**config.mk**
```make
export PLATFORM = sky130hd
export DESIGN_NAME = stack_ctrl
export DESIGN_NICKNAME = d
export VERILOG_FILES = /design/src/rtl/stack_pkg.sv /design/src/rtl/stack_ctrl.sv
export SDC_FILE = /design/constraint.sdc
export NUM_CORES = 1
export LEC_CHECK = 0
export ABC_AREA = 1
export ABC_CLOCK_PERIOD_IN_PS = 3550
export CORE_UTILIZATION = 35
export CTS_BUF_LIST = sky130_fd_sc_hd__clkbuf_16
export CTS_CLUSTER_DIAMETER = 30
export DETAILED_ROUTE_END_ITERATION = 12
export PLACE_DENSITY_LB_ADDON = 0.25
export SLEW_MARGIN = 5
export SYNTH_ARGS = -nofsm -noshare
export SYNTH_HDL_FRONTEND = slang
export SYNTH_SLANG_ARGS = --single-unit
export TNS_END_PERCENT = 10
```
**constraint.sdc**
```tcl
create_clock -name clk -period 3.55 [get_ports clk]
set_input_delay 0.355 -clock clk [delete_from_list [all_inputs] [get_ports clk]]
set_output_delay 0.355 -clock clk [all_outputs]
set_load 0.1 [all_outputs]
```
**src/rtl/stack_pkg.sv**
```systemverilog
// stack_pkg: command and state encodings shared by the stack controller.
package stack_pkg;
  typedef enum logic [1:0] {
    OP_NOP     = 2'd0,
    OP_PUSH    = 2'd1,
    OP_POP     = 2'd2,
    OP_REPLACE = 2'd3
  } op_t;
  typedef enum logic [1:0] {
    IDLE = 2'd0,
    WR   = 2'd1,
    RD1  = 2'd2,
    RD2  = 2'd3
  } state_t;
endpackage

```
**src/rtl/stack_ctrl.sv**
```systemverilog
// stack_ctrl: data stack sequencer caching tos/nos and spilling deeper words to a registered-read RAM.
module stack_ctrl
  import stack_pkg::*;
#(
  parameter int AW = 8,
  parameter int DW = 32,
  parameter int MAX_DEPTH = (1 << AW) + 2
) (
  input  logic          clk,
  input  logic          rst,
  input  logic          cmd_valid,
  input  logic [1:0]    cmd_op,
  input  logic [DW-1:0] cmd_data,
  output logic          cmd_ready,
  input  logic          clr_err,
  output logic [DW-1:0] tos,
  output logic [DW-1:0] nos,
  output logic [AW+1:0] depth,
  output logic          overflow,
  output logic          underflow,
  output logic [AW-1:0] ram_addr,
  output logic [DW-1:0] ram_wdata,
  output logic          ram_wen,
  input  logic [DW-1:0] ram_rdata
);
  localparam logic [AW+1:0] FULL = (AW+2)'(MAX_DEPTH);
  localparam logic [AW+1:0] ONE  = (AW+2)'(1);
  localparam logic [AW+1:0] TWO  = (AW+2)'(2);
  state_t state;
  logic [AW:0] sp, sp_dec;
  assign cmd_ready = state == IDLE;
  assign sp_dec = sp - 1'b1;
  always_ff @(posedge clk) begin
    if (rst) begin
      state     <= IDLE;
      tos       <= '0;
      nos       <= '0;
      depth     <= '0;
      sp        <= '0;
      overflow  <= 1'b0;
      underflow <= 1'b0;
      ram_addr  <= '0;
      ram_wdata <= '0;
      ram_wen   <= 1'b0;
    end else begin
      ram_wen <= 1'b0;
      // clear first so an error raised this same cycle wins
      if (clr_err) begin
        overflow  <= 1'b0;
        underflow <= 1'b0;
      end
      case (state)
        IDLE: if (cmd_valid) begin
          case (op_t'(cmd_op))
            OP_NOP: ;
            OP_PUSH: if (depth == FULL) overflow <= 1'b1;
            else begin
              tos   <= cmd_data;
              nos   <= tos;
              depth <= depth + ONE;
              if (depth >= TWO) begin
                ram_addr  <= sp[AW-1:0];
                ram_wdata <= nos;
                ram_wen   <= 1'b1;
                sp        <= sp + 1'b1;
                state     <= WR;
              end
            end
            OP_POP: if (depth == '0) underflow <= 1'b1;
            else begin
              tos   <= nos;
              depth <= depth - ONE;
              if (depth <= TWO) nos <= '0;
              else begin
                ram_addr <= sp_dec[AW-1:0];
                sp       <= sp_dec;
                state    <= RD1;
              end
            end
            OP_REPLACE: tos <= cmd_data;
          endcase
        end
        WR:  state <= IDLE;
        RD1: state <= RD2;
        RD2: begin
          nos   <= ram_rdata;
          state <= IDLE;
        end
        default: state <= IDLE;
      endcase
    end
  end
endmodule

```
Word-level counts from Yosys, hierarchy flattened
Cells that the tools add are included.
{"block": "word_totals", "word_cells": 91, "mem_bits_rw": 0, "regBits": 128, "in_bits": 70, "out_inout_bits": 118, "rom_bits": 0, "latchBits": 0, "n_memories": 0}
{"block": "classes", "mul": 0, "mux": 40, "n_addsub": 4, "eq_ne": 18, "n_div": 0, "bitwise": 4, "n_shift": 0, "n_lt_le_gt_ge": 2, "n_reduce_logical": 13}
{"cell": "32-bit 2-to-1 mux", "n": 6}
{"cell": "32-bit one-hot mux with 2 select lines", "n": 2}
{"cell": "32-bit one-hot mux with 3 select lines", "n": 1}
{"cell": "9-bit 2-to-1 mux", "n": 4}
{"cell": "8-bit 2-to-1 mux", "n": 4}
{"cell": "10-bit 2-to-1 mux", "n": 2}
{"cell": "10-bit one-hot mux with 2 select lines", "n": 1}
{"cell": "9-bit one-hot mux with 2 select lines", "n": 1}
{"cell": "8-bit one-hot mux with 2 select lines", "n": 1}
{"cell": "3-bit != test (second input constant)", "n": 5}
{"cell": "5-bit AND reduction", "n": 3}
{"cell": "6-bit AND reduction", "n": 2}
{"cell": "1-bit 2-to-1 mux", "n": 11}
{"cell": "10-bit by 1-bit adder with 10-bit output (second input constant)", "n": 1}
{"cell": "10-bit by 9-bit == test with 1-bit output (second input constant)", "n": 1}
{"cell": "10-bit by 2-bit greater-or-equal comparator with 1-bit output (second input constant)", "n": 1}
{"cell": "10-bit by 2-bit <= comparator with 1-bit output (second input constant)", "n": 1}
{"cell": "10-bit zero test", "n": 1}
{"cell": "2-bit 2-to-1 mux", "n": 5}
{"cell": "2-bit != test (second input constant)", "n": 5}
{"cell": "10-bit by 1-bit subtractor with 10-bit output (second input constant)", "n": 1}
{"cell": "9-bit by 1-bit adder with 9-bit output (second input constant)", "n": 1}
{"cell": "9-bit by 1-bit subtractor with 9-bit output (second input constant)", "n": 1}
{"cell": "2-bit == test (second input constant)", "n": 4}
{"cell": "other kinds (11)", "n": 16}

Longest topological paths before layout
{"block": "depth", "word_depth": 6, "depth_mapped": 14, "depth_no_buf": 13}

Worst setup path before layout
OpenSTA, ideal clock, no wires.
{"block": "synth_timing", "kind": "register to register", "startpoint": "reg depth[1]", "endpoint": "reg depth[6]", "path_stages_with_launch": 11, "path_slack_ns": 1.120, "arrival_time_ns": 2.363, "path_buffers": 0, "required_ns": 3.483, "setup_time_ns": 0.067, "synth_period_minus_slack_ns": 2.430, "path_cell_list": "dfxtp_1 -> inv_1 -> fa_1 -> inv_1 -> nand3_1 -> nand2_1 -> nand3_1 -> nand2_1 -> xor2_1 -> nor2_1 -> nor2_1"}
{"block": "synth_via", "elab_chain_len": 3, "elab_cells_between_ends": 10, "cone_classes": "add/sub (2); eq/ne (3); mux (3); reduce/logical (2)"}
{"item": "from (decl)", "line": "stack_ctrl.sv:18", "source": "output logic [AW+1:0] depth,"}
{"item": "from (signal assigned)", "line": "stack_ctrl.sv:60", "source": "depth <= depth + ONE;"}
{"item": "from (signal assigned)", "line": "stack_ctrl.sv:72", "source": "depth <= depth - ONE;"}
{"item": "10-bit by 1-bit subtractor with 10-bit output, or another cell as far along", "line": "stack_ctrl.sv:72"}
{"item": "10-bit 2-to-1 mux, or another cell as far along", "line": "stack_ctrl.sv:69", "source": "OP_POP: if (depth == '0) underflow <= 1'b1;"}
{"item": "10-bit one-hot mux with 2 select lines / 5-bit AND reduction (equally long branches)"}
Parallel ways exist; a longest one is shown, timed or not. The select of a mux whose other input is x is not followed.
A chain may end at the register's enable or synchronous reset.

Worst setup path in the final report
{"block": "layout_timing", "startpoint": "reg state[0]", "endpoint": "out cmd_ready"}
{"block": "layout_via", "elab_chain_len": 1}
{"item": "from (decl)", "line": "stack_ctrl.sv:29", "source": "state_t state;"}
{"item": "from (signal assigned)", "line": "stack_ctrl.sv:35", "source": "state <= IDLE;"}
{"item": "from (signal assigned)", "line": "stack_ctrl.sv:66", "source": "state <= WR;"}
{"item": "from (signal assigned)", "line": "stack_ctrl.sv:77", "source": "state <= RD1;"}
{"item": "2-bit zero test", "line": "stack_ctrl.sv:31", "source": "assign cmd_ready = state == IDLE;"}
{"item": "to (decl)", "line": "stack_ctrl.sv:14", "source": "output logic cmd_ready,"}
Every way passes these cells.

==> flow_metrics.py <==
metrics = {
    "outcome": {
        "status": "finished, final reports clean",
    },
    "die": {
        "placementRows": 49,
        "chipHeight_um": 139,
        "pin_count": 188,
        "initial_core_util_pct": 36.3,
        "dieArea_sq_um": 19400,
        "die_w_um": 139,
        "core_area_sq_um": 18200,
    },
    "power_and_ir_drop": {
        "switching_power_uw": 2320,
        "powerDensity_nw_per_um2": 622,
        "switching_share_pct": 40.5,
        "ir_drop_uv": 353,
        "clkPwrFrac_pct": 34.5,
        "pwr-share-seq_pct": 29.9,
        "intPower_uw": 3420,
        "comb_power_share_pct": 35.6,
        "leakage_uw": 0.00416,
    },
    "clocking": {
        "cts_num_sinks": 127,
        "htree_levels": 4,
        "cts_hold_buf": 0,
        "cts_buffer_depth": 2,
        "cts_resized": 0,
        "clk_latency_ns": 0.42,
        "cts_made_buffers": 17,
        "tritoncts": "built",
        "path_clk_slew_ns": 0.06,
        "postCtsSetupRepairBufs": 0,
        "clockRootBuffer": "clkbuf_16",
    },
    "cells_and_area": {
        "fin_area_sq_um": 9240,
        "drive_gt1_share_pct": 5.77,
        "fin_util_pct": 50.7,
        "area_growth_pct": 39.8,
        "nets": 1285,
        "n_antenna_cell": 0,
    },
    "placement": {
        "place_area_sq_um": 8580,
        "place.gp.congestion": 0.813,
        "port_buffers": 187,
        "place_hpwl_mm": 13.0,
    },
    "yosys": {
        "yosysWarningCount": 0,
        "synthArstFlopShare_pct": 0,
        "ys_types": 34,
        "ys_seq_area_share_pct": 38.5,
        "ys_ff_latch": 127,
        "synth_edf_count": 0,
        "synth_area_sq_um": 6610,
        "synthesis.instances": 1043,
        "synth.net_count": 1126,
        "synthFlopType": "dfxtp_1",
        "postSynthAreaPerCell_sq_um": 6.34,
    },
    "sta": {
        "grt_setup_unrepaired": "false",
        "relSlewSlack_pct": 30.7,
        "finalSetupViolations": 0,
        "hold_slack_ns": 0.441,
        "tightest_slew_ns": 1.04,
        "period_needed_ns": 2.50,
        "maxSlewViolCount": 0,
        "period_share_pct": 70.6,
        "fmax_mhz": 399,
        "finalClockSkew_ns": 0.0125,
        "finalHoldViolCount": 0,
        "setup-tns-final_ns": 0,
    },
    "job": {
        "drv_cap": 0,
    },
    "global_routing": {
        "grt_pass1_wl_mm": 31.7,
        "grt_max_degree": 66,
        "grt_pass1_vias": 6154,
        "track_usage_pct": 20.5,
        "grt_overflow_total": 0,
        "antenna_found_initial": 0,
    },
    "drt": {
        "avgViaCountPerCell": 4.67,
        "initialDrtViolationCount": 355,
        "vias": 6737,
        "wl_mm": 19.3,
        "route.detailed.drc": 0,
        "postRouteAntennaNets": 0,
        "wl_per_cell_um": 13.4,
        "firstDrtPassIters": 5,
    },
    "critical_path": {
        "crit_fanout": 7,
        "end_kind": "primary output",
        "cp-start-kind": "flip-flop",
        "criticalPathCategory": "flip-flop to primary output",
        "arrival_ns": 2.15,
        "cp_data_required_time_ns": 3.19,
    },
    "hold_path": {
        "hold_class": "flip-flop to flip-flop",
    },
}
## power groups by stage
| stage | Sequential [uW] | Clock [uW] | Combinational [uW] |
|---|---|---|---|
| floorplan | 2680 | 0 | 624 |
| global placement | 1740 | 0 | 2040 |
| detailed placement | 1740 | 0 | 2050 |
| CTS | 1710 | 2030 | 2060 |
| global route | 1740 | 2110 | 2190 |
| finish | 1710 | 1980 | 2040 |
## layer usage
layer	share of wire, %	global-route usage [%]
met1	47	26.5
met2	46	32.8
met3	5.3	4.78
met4	1.4	8.36
met5	0	0
## sequential cells by signal, summed over array words and instances (netlist names)
name and cells:
overflow 1, tos 32, sp 8, depth 10, ram_wdata 32, ram_addr 8, ram_wen 1, state 2
nos 32, underflow 1
## synth_stat cells (6+ instances only)
cell	instances	area share, %
dfxtp_1	127	38
o21ai_1	6	0.45
nor2_2	9	0.85
nand3_1	37	2.8
ha_1	12	2.3
nand4_1	9	0.85
buf_4	6	0.68
o21ai_0	106	8.0
inv_1	67	3.8
buf_2	18	1.4
a21oi_1	48	3.6
buf_1	7	0.40
nand2_1	327	19
buf_6	6	1.0
clkbuf_1	21	1.2
nor2_1	204	12
## worst paths after layout
path | startpoint | slack (ns) | cells after the start | endpoint
worst max-delay path | state[0] | 1.05 | 2 | cmd_ready
worst min-delay path | ram_wdata[10] | 0.44 | 2 | ram_wdata[10]
worst max register to register | depth[1] | 1.58 | 9 | tos[3]
worst min register to register | ram_wdata[10] | 0.44 | 2 | ram_wdata[10]
## stage by stage
stage / instances / setup slack (ns) / power, uW
final: 1442 / 1.05 / 5740
after global placement: 1412 / 0.821 / 3780
after floorplan: 1043 / 1.12 / 3300
after global routing: 1442 / 0.979 / 6030
after detailed placement: 1412 / 0.785 / 3790
after CTS: 1442 / 1.02 / 5800
## cell families (layout without fill, tap and decap cells)
logic type	count (synthesis)	in the layout	share of synthesized area [%]
AOI/OAI and AO/OA	165	165	12.7
xor gates and xnor gates	6	6	0.795
adders and majority gates	13	13	2.58
buffers and inverters	130	300	8.75
DFF	127	127	38.5
and+or+nand+nor	602	602	36.7
## placed cells by master (no fill, tap or decap), drive strengths merged, types with 3 or more instances in the layout
master	count
buf	11
or2	3
nand4	9
ha	12
bufinv	6
xor2	5
nand2	330
inv	73
dfxtp	127
clkinv	5
nor2	216
nand3	39
o21ai	113
a21oi	48
clkbuf	17
clkdlybuf4s50	187
## layout make-up
class                      count  area [sq um]
multi-input combinational    786          3500
timing repair buffer         198          1980
inverter                      72           272
clock inverter                13           236
clock buffer                  17           425
fill                        1792          8970
tap                          229           287
sequential                   127          2540
## worst max-delay path: stages, from the launching register on
cell             delay, ns
dfxtp_1               0.36
nor2_4                0.21
clkdlybuf4s50_1       1.17
Note: power is estimated with default switching activity, not from simulation.
